**config.mk**
```make
export PLATFORM = sky130hd
export DESIGN_NAME = code_entry
export DESIGN_NICKNAME = d
export VERILOG_FILES = /design/src/rtl/code_entry_pkg.sv /design/src/rtl/code_entry_hold_timer.sv /design/src/rtl/code_entry.sv
export SDC_FILE = /design/constraint.sdc
export NUM_CORES = 1
export LEC_CHECK = 0
export CAP_MARGIN = 10
export CORE_AREA = 4 4 63 65
export DETAILED_ROUTE_END_ITERATION = 10
export DIE_AREA = 0 0 67 69
export DONT_BUFFER_PORTS = 1
export HOLD_SLACK_MARGIN = 0.02
export PLACE_DENSITY = 0.73
export SLEW_MARGIN = 25
export SYNTH_ARGS = -nofsm -noshare
export SYNTH_HDL_FRONTEND = slang
export SYNTH_SLANG_ARGS = --single-unit
```
**constraint.sdc**
```tcl
create_clock -name clk_i -period 1.6 [get_ports clk_i]
set_input_delay 0.24 -clock clk_i [delete_from_list [all_inputs] [get_ports clk_i]]
set_output_delay 0.24 -clock clk_i [all_outputs]
set_load 0.005 [all_outputs]
```
**src/rtl/code_entry_pkg.sv**
```systemverilog
// Shared types and constants for the keypad code-entry controller.
package code_entry_pkg;

  typedef enum logic [1:0] {
    StEntry,
    StCheck,
    StUnlocked,
    StLockout
  } state_e;

  localparam logic [3:0] KEY_CLEAR = 4'hA;
  localparam logic [3:0] KEY_ENTER = 4'hB;

  localparam int unsigned NUM_DIGITS = 4;

endpackage

```
**src/rtl/code_entry_hold_timer.sv**
```systemverilog
// Loadable saturating down-counter; zero_o flags expiry of the hold period.
module code_entry_hold_timer #(
  parameter int unsigned Width = 1
) (
  input  logic             clk_i,
  input  logic             rst_n_i,
  input  logic             load_i,
  input  logic [Width-1:0] value_i,
  output logic             zero_o
);

  logic [Width-1:0] cnt_d, cnt_q;

  always_comb begin
    cnt_d = cnt_q;
    if (load_i) begin
      cnt_d = value_i;
    end else if (cnt_q != '0) begin
      cnt_d = cnt_q - 1'b1;
    end
  end

  always_ff @(posedge clk_i or negedge rst_n_i) begin
    if (!rst_n_i) begin
      cnt_q <= '0;
    end else begin
      cnt_q <= cnt_d;
    end
  end

  assign zero_o = (cnt_q == '0);

endmodule

```
**src/rtl/code_entry.sv**
```systemverilog
// Keypad code-entry controller: collects four BCD digits, checks them against the
// comparator on enter, then drives a timed unlock pulse or a timed alarm lockout.
module code_entry
  import code_entry_pkg::*;
#(
  parameter int unsigned MAX_ATTEMPTS   = 3,
  parameter int unsigned UNLOCK_CYCLES  = 500,
  parameter int unsigned LOCKOUT_CYCLES = 1000
) (
  input  logic       clk_i,
  input  logic       rst_n_i,
  input  logic       key_valid_i,
  input  logic [3:0] key_code_i,
  input  logic       equal_i,
  output logic [3:0] bcd_0_o,
  output logic [3:0] bcd_1_o,
  output logic [3:0] bcd_2_o,
  output logic [3:0] bcd_3_o,
  output logic [2:0] count_o,
  output logic       unlock_o,
  output logic       alarm_o,
  output logic       busy_o
);

  localparam int unsigned AttW   = $clog2(MAX_ATTEMPTS + 1);
  localparam int unsigned TmrMax = (UNLOCK_CYCLES > LOCKOUT_CYCLES) ? UNLOCK_CYCLES
                                                                     : LOCKOUT_CYCLES;
  localparam int unsigned TmrW   = (TmrMax > 1) ? $clog2(TmrMax) : 1;

  localparam logic [TmrW-1:0] UnlockLoad  = TmrW'(UNLOCK_CYCLES - 1);
  localparam logic [TmrW-1:0] LockoutLoad = TmrW'(LOCKOUT_CYCLES - 1);

  state_e          state_d, state_q;
  logic [3:0]      digits_d [NUM_DIGITS];
  logic [3:0]      digits_q [NUM_DIGITS];
  logic [2:0]      count_d, count_q;
  logic [AttW-1:0] attempts_d, attempts_q;
  logic            key_valid_q;
  logic            press;
  logic            tmr_load;
  logic [TmrW-1:0] tmr_value;
  logic            tmr_zero;
  logic            unlock_q, alarm_q, busy_q;

  // Rising edge of the key-down level; key_valid_q resets high so a key held
  // through reset release is not taken as a press.
  assign press = key_valid_i & ~key_valid_q;

  always_comb begin
    state_d    = state_q;
    digits_d   = digits_q;
    count_d    = count_q;
    attempts_d = attempts_q;
    tmr_load   = 1'b0;
    tmr_value  = '0;

    unique case (state_q)
      StEntry: begin
        if (press) begin
          if (key_code_i <= 4'd9) begin
            if (count_q < 3'(NUM_DIGITS)) begin
              digits_d[count_q[1:0]] = key_code_i;
              count_d                = count_q + 3'd1;
            end
          end else if (key_code_i == KEY_CLEAR) begin
            digits_d = '{default: '0};
            count_d  = '0;
          end else if (key_code_i == KEY_ENTER && count_q == 3'(NUM_DIGITS)) begin
            state_d = StCheck;
          end
        end
      end
      StCheck: begin
        digits_d = '{default: '0};
        count_d  = '0;
        if (equal_i) begin
          state_d    = StUnlocked;
          attempts_d = '0;
          tmr_load   = 1'b1;
          tmr_value  = UnlockLoad;
        end else if ((32'(attempts_q) + 32'd1) < MAX_ATTEMPTS) begin
          state_d    = StEntry;
          attempts_d = attempts_q + 1'b1;
        end else begin
          state_d    = StLockout;
          attempts_d = '0;
          tmr_load   = 1'b1;
          tmr_value  = LockoutLoad;
        end
      end
      StUnlocked, StLockout: begin
        if (tmr_zero) begin
          state_d = StEntry;
        end
      end
      default: state_d = StEntry;
    endcase
  end

  always_ff @(posedge clk_i or negedge rst_n_i) begin
    if (!rst_n_i) begin
      state_q     <= StEntry;
      digits_q    <= '{default: '0};
      count_q     <= '0;
      attempts_q  <= '0;
      key_valid_q <= 1'b1;
      unlock_q    <= 1'b0;
      alarm_q     <= 1'b0;
      busy_q      <= 1'b0;
    end else begin
      state_q     <= state_d;
      digits_q    <= digits_d;
      count_q     <= count_d;
      attempts_q  <= attempts_d;
      key_valid_q <= key_valid_i;
      unlock_q    <= (state_d == StUnlocked);
      alarm_q     <= (state_d == StLockout);
      busy_q      <= (state_d != StEntry);
    end
  end

  code_entry_hold_timer #(
    .Width(TmrW)
  ) u_hold_timer (
    .clk_i  (clk_i),
    .rst_n_i(rst_n_i),
    .load_i (tmr_load),
    .value_i(tmr_value),
    .zero_o (tmr_zero)
  );

  assign bcd_0_o  = digits_q[0];
  assign bcd_1_o  = digits_q[1];
  assign bcd_2_o  = digits_q[2];
  assign bcd_3_o  = digits_q[3];
  assign count_o  = count_q;
  assign unlock_o = unlock_q;
  assign alarm_o  = alarm_q;
  assign busy_o   = busy_q;

endmodule
```
== Yosys cells after proc, flatten, opt, wreduce, memory -nomap -nowiden ==
Index checks and enable logic that the tools add are counted.

* Register bits: 37
* Input bits: 8
* Output and inout bits: 22

* Add/subtract/negate cells: 4
* $lt $le $gt $ge: 5
* Equality and inequality tests: 11
* Mux-type cells: 31
* Bitwise logic cells: 3
* Reduce and logical (&&, ||, !) cells: 10

{| class="wikitable"
|+ Operators with widths
! operator !! count
|-
| $mux W16 || 4
|-
| $mux W10 || 5
|-
| $pmux W16 S2 || 1
|-
| $mux W2 || 9
|-
| $bwmux W16 || 1
|-
| $mux W3 || 4
|-
| $logic_not A10 Y1 || 1
|-
| $reduce_bool A10 Y1 || 1
|-
| $sub A10 B1 Y10 const B || 1
|-
| $demux W4 S2 || 1
|-
| $eq A2 B2 Y1 const B || 4
|-
| $eq A4 B4 Y1 const B || 2
|-
| $ne A3 B3 Y1 const B || 2
|-
| $pmux W2 S3 || 1
|-
| $pmux W3 S2 || 1
|-
| $reduce_bool A2 Y1 || 3
|-
| $le A4 B4 Y1 const B || 1
|-
| $mux W4 || 1
|-
| $reduce_and A4 Y1 || 1
|-
| $add A2 B1 Y3 const B || 1
|-
| $add A3 B1 Y3 const B || 1
|-
| $eq A3 B3 Y1 const B || 1
|-
| $ge A3 B3 Y1 const B || 1
|-
| $lt A3 B1 Y1 const B || 1
|-
| 12 further kinds || 15
|}

== Logic depth before layout (Yosys ltp) ==
* Word-level depth: 10
* Depth in mapped cells: 6
* Mapped depth without buffers: 6

== Modules after synthesis ==
A second synthesis with hierarchy kept.

* Cells, all modules: 180
* Area, all modules: 1915.6 µm²

{| class="wikitable"
|+ Modules (own cells, without submodules)
! module !! instances !! cells each !! area each (µm²) !! sequential area each (µm²)
|-
| code_entry || 1 || 113 || 1321.3 || 676.9
|-
| code_entry_hold_timer || 1 || 67 || 594.3 || 250.2
|}

== Least setup slack after synthesis ==
No wires, ideal clock.

* Kind: reg2reg
* Start point: register u_hold_timer.cnt_q[0]
* End point: register u_hold_timer.cnt_q[0]
* Data arrival time: 1.451 ns
* Data required time: 1.477 ns
* Path slack: 0.026 ns
* Cell stages (with the launch flop): 7
* Clock period less this slack: 1.574 ns
* Path through: dfrtp_1 inv_1 ha_1 nor4b_4 and3_2 xnor2_1 nand2_1

* Cells in the longest elaborated chain, start to end: 3

{| class="wikitable"
|+ Ends and longest elaborated chain
! what !! RTL line !! RTL
|-
| start, declared || code_entry_hold_timer.sv:12 || <nowiki>logic [Width-1:0] cnt_d, cnt_q;</nowiki>
|-
| start signal, assigned || code_entry_hold_timer.sv:27 || <nowiki>cnt_q <= cnt_d;</nowiki>
|-
| $sub A10 B1 Y10 || code_entry_hold_timer.sv:19 || <nowiki>cnt_d = cnt_q - 1'b1;</nowiki>
|-
| $mux W10 || code_entry_hold_timer.sv:18 || <nowiki>end else if (cnt_q != '0) begin</nowiki>
|-
| $mux W10 || code_entry_hold_timer.sv:16 || <nowiki>if (load_i) begin</nowiki>
|}

Parallel ways exist; a longest one is shown, timed or not. The select of a mux whose other input is x is not followed.
A chain may end at the register's enable or synchronous reset.

== Worst setup path after layout ==
Ends and elaborated chain as after synthesis.

==> results.tsv <==
metric	value	unit
FMAX	617	MHz
Ant. Diodes	0	
R2R depth	6	
drt drc	0	
Starting Density	0.546	
Die Y	69	um
H-tree depth	2	
Net Count, Synth	175	
area leader, netlist	dfrtp_1	
vias	1339	
clock power share	0.347	
DR WL/cell	17.2	um
Layout area overhead	22.9	%
skew final	2.71	ps
1st-iter DRT viols	34	
DR pass1 iterations	4	
Post-synth top flop	dfrtp_1	
grt total ovfl	0	
YS warnings	0	
most numerous cell in the Yosys netlist	dfrtp_1	
status	finished, violations left	
filler instances	253	
latest clock arrival within the worst-skew pair	340	ps
mapped cell area	0.00182	mm2
worst hold path class	primary input to flop	
Pins Over Slew Limit	0	
Avg Inst Size Synth	11.2	um2
CTS Root Cell	clkbuf_4	
Crit. End Element	flop	
RSZ-0062 raised after global routing	yes	
CP peak stage delay	420	ps
initial antenna violation count	0	
DIE AREA	0.00462	mm2
Max clock buf depth	2	
violated checks	negative setup slack	
crit-path leading delay family	simple AND/OR/NAND/NOR gates	
reported net switching power	0.000505	W
Critical Path RT	1840	ps
Worst setup SP type	flop	
Top Ports	30	
Detailed Route WL	4050	um
number of global-route vias before repair	1379	
Die X	67	um
Critical R2R Launch	u_hold_timer.cnt_q[0]	
global-route wire length before repair	6580	um
Max-Cap Viols	0	
Async SR Flop Fraction	1.00	
EDFF count, synth	0	
Final Hold Viols	0	
sequential fraction of design power	0.560	
sequential share of the synthesized area	0.509	
Slew @ Worst Pin	460	ps
synthesized instance count	162	
final instance area	0.00224	mm2
fin crit period	1620	ps
CP max stage cell	dfrtp_1	
synth top area cells	dfrtp_1 (49%), a22o_1 (7.7%), nand2_1 (3.9%), ha_1 (3.4%), nor4b_4 (2.6%)	
area share of the leading cell type in the synthesized netlist	0.495	
setup TNS	-19.4	ps
WP data arrival	1860	ps
endpoints failing setup	1	
PwrDens	874	mW/mm2
flops & latches, synth	37	
Combinational Power Share	0.093	
Final period util	1.01	
dpl ws	-38.6	ps
hold endpoint	bcd_0_o[0]	
Cell variety after synth	43	
worst path cell trace	inv_2 -> ha_4 -> nor4b_4 -> and3_4 -> xnor2_2 -> nand2_1	
peak supply drop	0.775	mV
CTS Sinks	37	
FF-to-FF setup slack	-20	ps
Pleak	0.975	nW
critical path buffer and inverter count	1	
kind of critical path	flop to flop	
DP Wirelength	2740	um
share of layout cells above drive strength 1	0.275	
crit path max fanout	7	
CTS tree	done	
Routed Antenna Nets	0	
FP Rows	21	
CTS buffer count	5	
Post-DP Area	0.00192	mm2
max_slew headroom	0.691	
Hold Startpoint	key_code_i[0]	
GPL Wtd Cong	0.858	
Worst-path clk slew	110	ps
PortBufs	0	
Sw Share	0.258	
Power Internal	0.00145	W
synth cell count leaders	dfrtp_1 (36), nand2_1 (19), a22o_1 (16), nor2_1 (7), inv_1 (6)	
largest net degree at the start of global routing	38	
Core Area	0.00334	mm2
Global Route Usage Sum	0.189	
RR Endpoint	u_hold_timer.cnt_q[0]	
setup ws final	-19.4	ps
nets@finish	201	
WHS Path Cells	1	
vias per inst	5.70	
-- kinds of logic (layout without fill, tap and decap cells) --
logic type               count (synthesis)  in the layout  share of synthesized area
AO/OA/AOI/OAI                           43             43                      0.183
XOR/XNOR                                 5              5                     0.0241
adder cells (fa/ha/maj)                  5              5                     0.0344
buffers and inverters                    9             36                     0.0206
flip-flops                              37             37                      0.509
multiplexers                             4              4                     0.0227
AND/OR/NAND/NOR                         59             59                      0.206
-- per-stage QoR --
| stage | utilization | hold slack (ps) | instances | power, W |
|---|---|---|---|---|
| floorplan | - | -55.6 | 162 | 0.00118 |
| global placement | 0.574 | -54.1 | 212 | 0.00121 |
| detailed placement | 0.574 | -54.3 | 212 | 0.00123 |
| CTS | 0.638 | 20.3 | 230 | 0.00196 |
| global route | 0.670 | 20.9 | 235 | 0.00204 |
| finish | 0.670 | 33.2 | 235 | 0.00196 |
-- worst register-to-register path: cells and delay by family, from the launching register on --
family | cells | cell delay, ps
simple gates | 3 | 770
buf+inv | 1 | 90
fa+ha+maj | 1 | 130
flops | 1 | 420
xor+xnor | 1 | 110
-- cell usage in the layout, fill, tap and decap left out, drive strengths merged, types with 2 or more instances in the layout --
cell / instances
clkbuf: 6
nand2: 19
ha: 5
xor2: 2
a21oi: 5
nor2b: 5
nor3: 3
and2: 3
a21boi: 3
nor4b: 2
xnor2: 3
a22o: 16
or3: 2
buf: 13
o211ai: 3
nor4: 2
o22ai: 2
inv: 6
nand3: 5
or2: 2
nor2: 7
dlygate4sd3: 9
dfrtp: 36
and3: 3
mux2i: 3
o21ai: 9
-- registers in the layout (all words and copies together), names as in the netlist, 2 cells and up --
name                flops
u_hold_timer.cnt_q     10
bcd_0_o                 4
bcd_1_o                 4
bcd_2_o                 4
bcd_3_o                 4
count_o                 3
attempts_q              2
state_q                 2
-- layout make-up --
cell class	count	area [um2]	area share
clock inverter	2	37.5	0.0168
sequential	37	928	0.415
clock buffer	6	51.3	0.0229
inverter	6	22.5	0.0101
timing repair buffer	22	208	0.0928
tap	46	57.6	0.0257
multi-input combinational	116	932	0.417
-- layer usage --
layer / wire length, um / track usage
met5: 0 / 0
met2: 2070 / 0.303
met1: 1620 / 0.226
met4: 72 / 0.0721
met3: 283 / 0.0731
-- what timing repair did --
item / 4_1_cts / 5_1_grt
resized for setup: 4 / 15
setup endpoints to repair: 4 / 17
hold endpoints to repair: 49 / 4
pin swaps: 1 / 8
hold buffers: 8 / 2
setup buffers: 2 / 3
-- worst max path at each step --
stage	start	end	slack, ps	cells after the start
after floorplan	u_hold_timer.cnt_q[0]	u_hold_timer.cnt_q[0]	30	6
after global placement	u_hold_timer.cnt_q[0]	unlock_o	70	6
after detailed placement	u_hold_timer.cnt_q[0]	unlock_o	-40	6
after CTS	u_hold_timer.cnt_q[1]	unlock_o	-20	6
after global routing	count_o[1]	unlock_o	-120	6
final	u_hold_timer.cnt_q[0]	u_hold_timer.cnt_q[0]	-20	6
-- power groups by stage --
stage	Sequential, W	Combinational, W	Clock (W)
finish	0.00110	0.000181	0.000679
global placement	0.00109	0.000118	0
detailed placement	0.00110	0.000130	0
floorplan	0.00108	0.000102	0
global route	0.00110	0.000205	0.000733
CTS	0.00108	0.000174	0.000706
(Power assumes the default switching activity.)
